===== src/rtl/lp805x_tickgen_pkg.sv =====
// Shared types and defaults for the lp805x tick generator.
// The state encoding matches the one lp805x_schedfs uses.
package lp805x_tickgen_pkg;

  localparam int TICKGEN_FW    = 9;
  localparam int TICKGEN_IW    = 3;
  localparam int TICKGEN_TICKS = 4;

  typedef enum logic [1:0] {
    TICKGEN_IDLE = 2'd0,
    TICKGEN_RUN  = 2'd1,
    TICKGEN_DONE = 2'd2
  } tickgen_state_e;

endpackage


===== src/rtl/lp805x_tickgen_cnt.sv =====
// FW-bit loadable down counter with clock-enable and zero flag.
// Load wins over decrement; the count parks at zero instead of wrapping.
module lp805x_tickgen_cnt #(
  parameter int FW = 9
) (
  input  logic          clk,
  input  logic          rst,
  input  logic          en,
  input  logic          load,
  input  logic [FW-1:0] load_val,
  output logic [FW-1:0] cnt,
  output logic          zero
);

  localparam logic [FW-1:0] ONE = FW'(1);

  // NOTE: sequential state is written with non-blocking assignments so every
  // flop samples the pre-edge values, independent of process ordering.
  always_ff @(posedge clk) begin
    if (rst) begin
      cnt <= '0;
    end else if (en) begin
      if (load)
        cnt <= load_val;
      else if (!zero)
        cnt <= cnt - ONE;
    end
  end

  assign zero = (cnt == '0);

endmodule


===== src/rtl/lp805x_tickgen.sv =====
// Tick generator: on a schedule request, strobes one of 2**IW channels every
// 'factor' clocks, TICKS times, then pulses done. All outputs are registered.
module lp805x_tickgen
  import lp805x_tickgen_pkg::*;
#(
  parameter int FW    = TICKGEN_FW,
  parameter int IW    = TICKGEN_IW,
  parameter int TICKS = TICKGEN_TICKS
) (
  input  logic              clk,
  input  logic              rst,
  input  logic              enable,
  input  logic              start,
  input  logic [FW-1:0]     factor,
  input  logic [IW-1:0]     index,
  output logic [2**IW-1:0]  tick,
  output logic              busy,
  output logic              done,
  output logic [7:0]        count
);

  localparam int            NCH = 2**IW;
  localparam logic [FW-1:0] ONE = FW'(1);

  tickgen_state_e state, state_n;
  logic [FW-1:0]  f, f_n;
  logic [IW-1:0]  ch, ch_n;
  logic [7:0]     count_n;
  logic [NCH-1:0] tick_n;
  logic           busy_n, done_n;

  logic           cnt_en, cnt_load, cnt_zero;
  logic [FW-1:0]  load_val, cnt;

  lp805x_tickgen_cnt #(.FW(FW)) u_cnt (
    .clk      (clk),
    .rst      (rst),
    .en       (cnt_en),
    .load     (cnt_load),
    .load_val (load_val),
    .cnt      (cnt),
    .zero     (cnt_zero)
  );

  // NOTE: every signal written here gets a default first, so no path through
  // the block leaves one unassigned and no latch is inferred.
  always_comb begin
    state_n  = state;
    f_n      = f;
    ch_n     = ch;
    count_n  = count;
    tick_n   = tick;
    busy_n   = busy;
    done_n   = done;
    cnt_en   = 1'b0;
    cnt_load = 1'b0;
    load_val = f - ONE;

    if (enable) begin
      tick_n = '0;
      done_n = 1'b0;
      if (start) begin
        // A request overrides whatever schedule is in flight.
        if (factor == '0) begin
          state_n = TICKGEN_IDLE;
          busy_n  = 1'b0;
          done_n  = 1'b1;
        end else begin
          state_n  = TICKGEN_RUN;
          f_n      = factor;
          ch_n     = index;
          count_n  = '0;
          busy_n   = 1'b1;
          cnt_en   = 1'b1;
          cnt_load = 1'b1;
          load_val = factor - ONE;
        end
      end else begin
        unique case (state)
          TICKGEN_RUN: begin
            cnt_en = 1'b1;
            if (cnt_zero) begin
              tick_n[ch] = 1'b1;
              count_n    = count + 8'd1;
              cnt_load   = 1'b1;
              if (count_n == 8'(TICKS))
                state_n = TICKGEN_DONE;
            end
          end
          TICKGEN_DONE: begin
            done_n  = 1'b1;
            busy_n  = 1'b0;
            state_n = TICKGEN_IDLE;
          end
          default: ;
        endcase
      end
    end
  end

  always_ff @(posedge clk) begin
    if (rst) begin
      state <= TICKGEN_IDLE;
      f     <= '0;
      ch    <= '0;
      count <= '0;
      tick  <= '0;
      busy  <= 1'b0;
      done  <= 1'b0;
    end else begin
      state <= state_n;
      f     <= f_n;
      ch    <= ch_n;
      count <= count_n;
      tick  <= tick_n;
      busy  <= busy_n;
      done  <= done_n;
    end
  end

endmodule


===== config.mk =====
export PLATFORM = sky130hd
export DESIGN_NAME = lp805x_tickgen
export DESIGN_NICKNAME = d
export VERILOG_FILES = /design/src/rtl/lp805x_tickgen_pkg.sv /design/src/rtl/lp805x_tickgen_cnt.sv /design/src/rtl/lp805x_tickgen.sv
export SDC_FILE = /design/constraint.sdc
export NUM_CORES = 1
export LEC_CHECK = 0
export BUFFER_PORTS_ARGS = -buffer_cell sky130_fd_sc_hd__buf_2
export CAP_MARGIN = 25
export CORE_MARGIN = 2
export CORE_UTILIZATION = 51
export DETAILED_ROUTE_END_ITERATION = 10
export PLACE_DENSITY = 0.82
export SLEW_MARGIN = 20
export SYNTH_ARGS = -nofsm -noshare
export SYNTH_HDL_FRONTEND = slang
export SYNTH_HIERARCHICAL = 1
export SYNTH_SLANG_ARGS = --single-unit

===== constraint.sdc =====
create_clock -name clk -period 2.5 [get_ports clk]
set_input_delay 0.25 -clock clk [delete_from_list [all_inputs] [get_ports clk]]
set_output_delay 0.25 -clock clk [all_outputs]
set_load 0.005 [all_outputs]

==> impl_metrics.json <==
{
  "outcome": "completed",
  "fin_crit_sh_pct": 95.94,
  "initial_core_util_pct": 53.62,
  "drtIter0Drc": 228,
  "grt_pass1_wl_um": 9377,
  "synthAdderAreaFrac_pct": 2.661,
  "startpoint_type": "flip-flop",
  "synth-edff-count": 0,
  "synth_top_area_share_pct": 34.91,
  "first_pass_iters": 4,
  "finalPower_w": 0.001883,
  "multi_input_area_um2": 1430,
  "maxSlewViolCount": 0,
  "ys.flop_type": "dfxtp_1",
  "num-fill-cells": 389,
  "htreeDepth": 2,
  "cts.sink_count": 41,
  "crit_path_end_kind": "flip-flop",
  "power.leakage_nw": 1.090,
  "antenna_found_initial": 0,
  "maxCapViolations": 0,
  "grt_max_degree": 44,
  "async_flop_share_pct": 0,
  "yosys.area_share.simple_pct": 27.99,
  "die_h_um": 71.90,
  "syn2layout_area_growth_pct": 15.75,
  "finClkSkew_ns": 0.007419,
  "worstPathMaxFanout": 8,
  "cts_hold_buf": 0,
  "worst_ir_drop_vdd_mv": 0.3505,
  "yosysWarnings": 6,
  "cts.path.max_buffers": 2,
  "worst_pin_slew_ns": 0.7853,
  "required_ns": 2.72,
  "arrival_ns": 2.62,
  "synth_top_family_by_area": "simple AND/OR/NAND/NOR gates",
  "vias": 2215,
  "seqCellArea_um2": 822.0,
  "dp_hpwl_um": 3829,
  "synth_largest_area_cell": "dfxtp_1",
  "clock.fmax_ghz": 0.4169,
  "core_area_um2": 4384,
  "synth_mux_area_share_pct": 2.555,
  "report.final.setup_viol": 0,
  "maxSlewHeadroom_pct": 47.65,
  "cts_buffers": 5,
  "synth_seq_area_share_pct": 34.91,
  "avgSynthCellArea_um2": 8.163,
  "numPortBuffers": 33,
  "die-area_um2": 5169,
  "finalCriticalPeriod_ns": 2.398,
  "synth_compound_area_share_pct": 21.93,
  "clk_latency_ns": 0.30,
  "netlist_top_cells_area": "dfxtp_1 35%, a21oi_1 6.4%, nand2_1 6.1%",
  "fp.dieW_um": 71.90,
  "clk_pin_slew_ns": 0.09,
  "ys_seq_elements": 41,
  "rows": 24,
  "syn_nets": 309,
  "wl_per_cell_um": 14.75,
  "hold_class": "input port to flip-flop",
  "finalHoldViolations": 0,
  "cts-resized-gates": 0,
  "ios": 34,
  "cts_tree": "yes",
  "synth_xor_area_share_pct": 4.843,
  "grt_overflow": 0,
  "grt_pass1_vias": 2042,
  "nNetsFinal": 341,
  "power_density_nw_per_um2": 691.7,
  "wl_um": 5501,
  "final_core_util_pct": 62.07,
  "ant_nets": 0,
  "synthCells": 288,
  "root_buffer": "clkbuf_8",
  "netlist_area_um2": 2351,
  "post_cts_buffers": 0,
  "hold-worst-slack_ns": 0.1803,
  "place.gp.congestion": 0.9063,
  "worstSetupPathType": "flip-flop to flip-flop",
  "synth.distinct_cells": 55,
  "vias_per_cell": 5.938,
  "grt_util_all_layers_pct": 22.39,
  "n_antenna_cell": 0,
  "drc": 0,
  "drive_gt1_share_pct": 20.25
}
[registers in the layout (all words and copies together), names as in the netlist]
| name | flops |
|---|---|
| f | 9 |
| tick | 8 |
| done | 1 |
| u_cnt/cnt | 9 |
| ch | 3 |
| state | 2 |
| busy | 1 |
| count | 8 |
[layout make-up]
cell class                 count  share of cell area (%)
clock inverter                 3                   2.529
clock buffer                   5                   2.529
sequential                    41                   30.21
inverter                      11                   1.517
tap                           52                   2.391
multi-input combinational    220                   52.55
timing repair buffer          41                   8.276
[path summary, 6_finish.rpt]
path | from | endpoint | slack, ns | depth (start not counted)
worst min register to register | tick[0] | tick[0] | 0.46 | 2
worst max register to register | u_cnt/cnt[0] | count[6] | 0.10 | 9
worst min-delay path | index[2] | ch[2] | 0.18 | 3
worst max-delay path | u_cnt/cnt[0] | count[6] | 0.10 | 9
[synth_stat cells (2+ instances only)]
cell,n
a211oi_1,3
a21oi_1,30
a22oi_1,4
a311oi_2,3
a31oi_1,7
and3_1,4
buf_2,3
buf_6,2
clkbuf_1,10
dfxtp_1,41
ha_1,5
inv_1,10
mux2i_1,6
nand2_1,38
nand2b_1,2
nand3_1,10
nand3b_1,3
nand4_1,3
nand4b_1,4
nor2_1,16
nor2b_1,2
nor3_1,7
nor3b_1,5
nor4_1,4
nor4b_1,3
o21ai_0,12
o22ai_1,3
o31ai_1,3
o41ai_1,2
or3_1,2
or4_1,3
or4b_1,4
xnor2_1,5
xor2_1,8
[power by group]
part,switching [W],leakage (nW),total [W],internal [W]
clock network,0.000249,0.0687,0.000651,0.000402
logic,0.000279,0.687,0.000499,0.000220
registers,0.0000409,0.334,0.000732,0.000691
[cells in the final DEF (no fill, tap or decap), types with 4 or more instances in the layout]
| cell type | count |
|---|---|
| nand3_1 | 10 |
| xnor2_1 | 5 |
| dfxtp_1 | 40 |
| xor2_1 | 8 |
| nand4b_1 | 4 |
| a31oi_1 | 7 |
| o21ai_0 | 12 |
| ha_1 | 4 |
| buf_4 | 8 |
| a21oi_1 | 30 |
| and3_1 | 4 |
| nor3b_1 | 5 |
| nor2_1 | 16 |
| a22oi_1 | 4 |
| buf_2 | 33 |
| mux2i_1 | 6 |
| inv_1 | 9 |
| nor4_1 | 4 |
| nor3_1 | 7 |
| nand2_1 | 38 |
| clkbuf_8 | 5 |
[kinds of logic (layout without fill, tap and decap cells)]
| logic type | count (synthesis) | in the layout |
|---|---|---|
| buffers and inverters | 27 | 60 |
| AOI/OAI and AO/OA | 77 | 77 |
| and+or+nand+nor | 119 | 119 |
| adders and majority gates | 5 | 5 |
| DFF | 41 | 41 |
| muxes | 6 | 6 |
| xor gates and xnor gates | 13 | 13 |
[worst max-delay path, cell delays in order, from the launching register on]
cell and delay (ns):
dfxtp_2 0.34, inv_1 0.06, ha_2 0.19, or4b_4 0.47, or2_4 0.28, inv_2 0.09
nand2_4 0.07, buf_4 0.17, or4_1 0.51, a31oi_1 0.15
[metal layers]
layer  vias to the layer above  global-route usage (%)  routed length, um
met3                         5                   4.028                142
met1                      1052                   32.17               2750
met2                        35                   33.95               2546
met5                         -                       0                  0
li1                       1123                       -                  -
met4                         0                   7.757                 61
[stage by stage]
step                setup WS, ns  area [um2]  std cells  setup TNS, ns
global placement          0.1472        2562        365              0
CTS                     0.007874        2700        373              0
finish                    0.1015        2721        373              0
detailed placement       0.04260        2562        365              0
global route          -0.0005789        2721        373     -0.0005789
floorplan                0.03908        2351        288              0
Note: power is estimated with default switching activity, not from simulation.
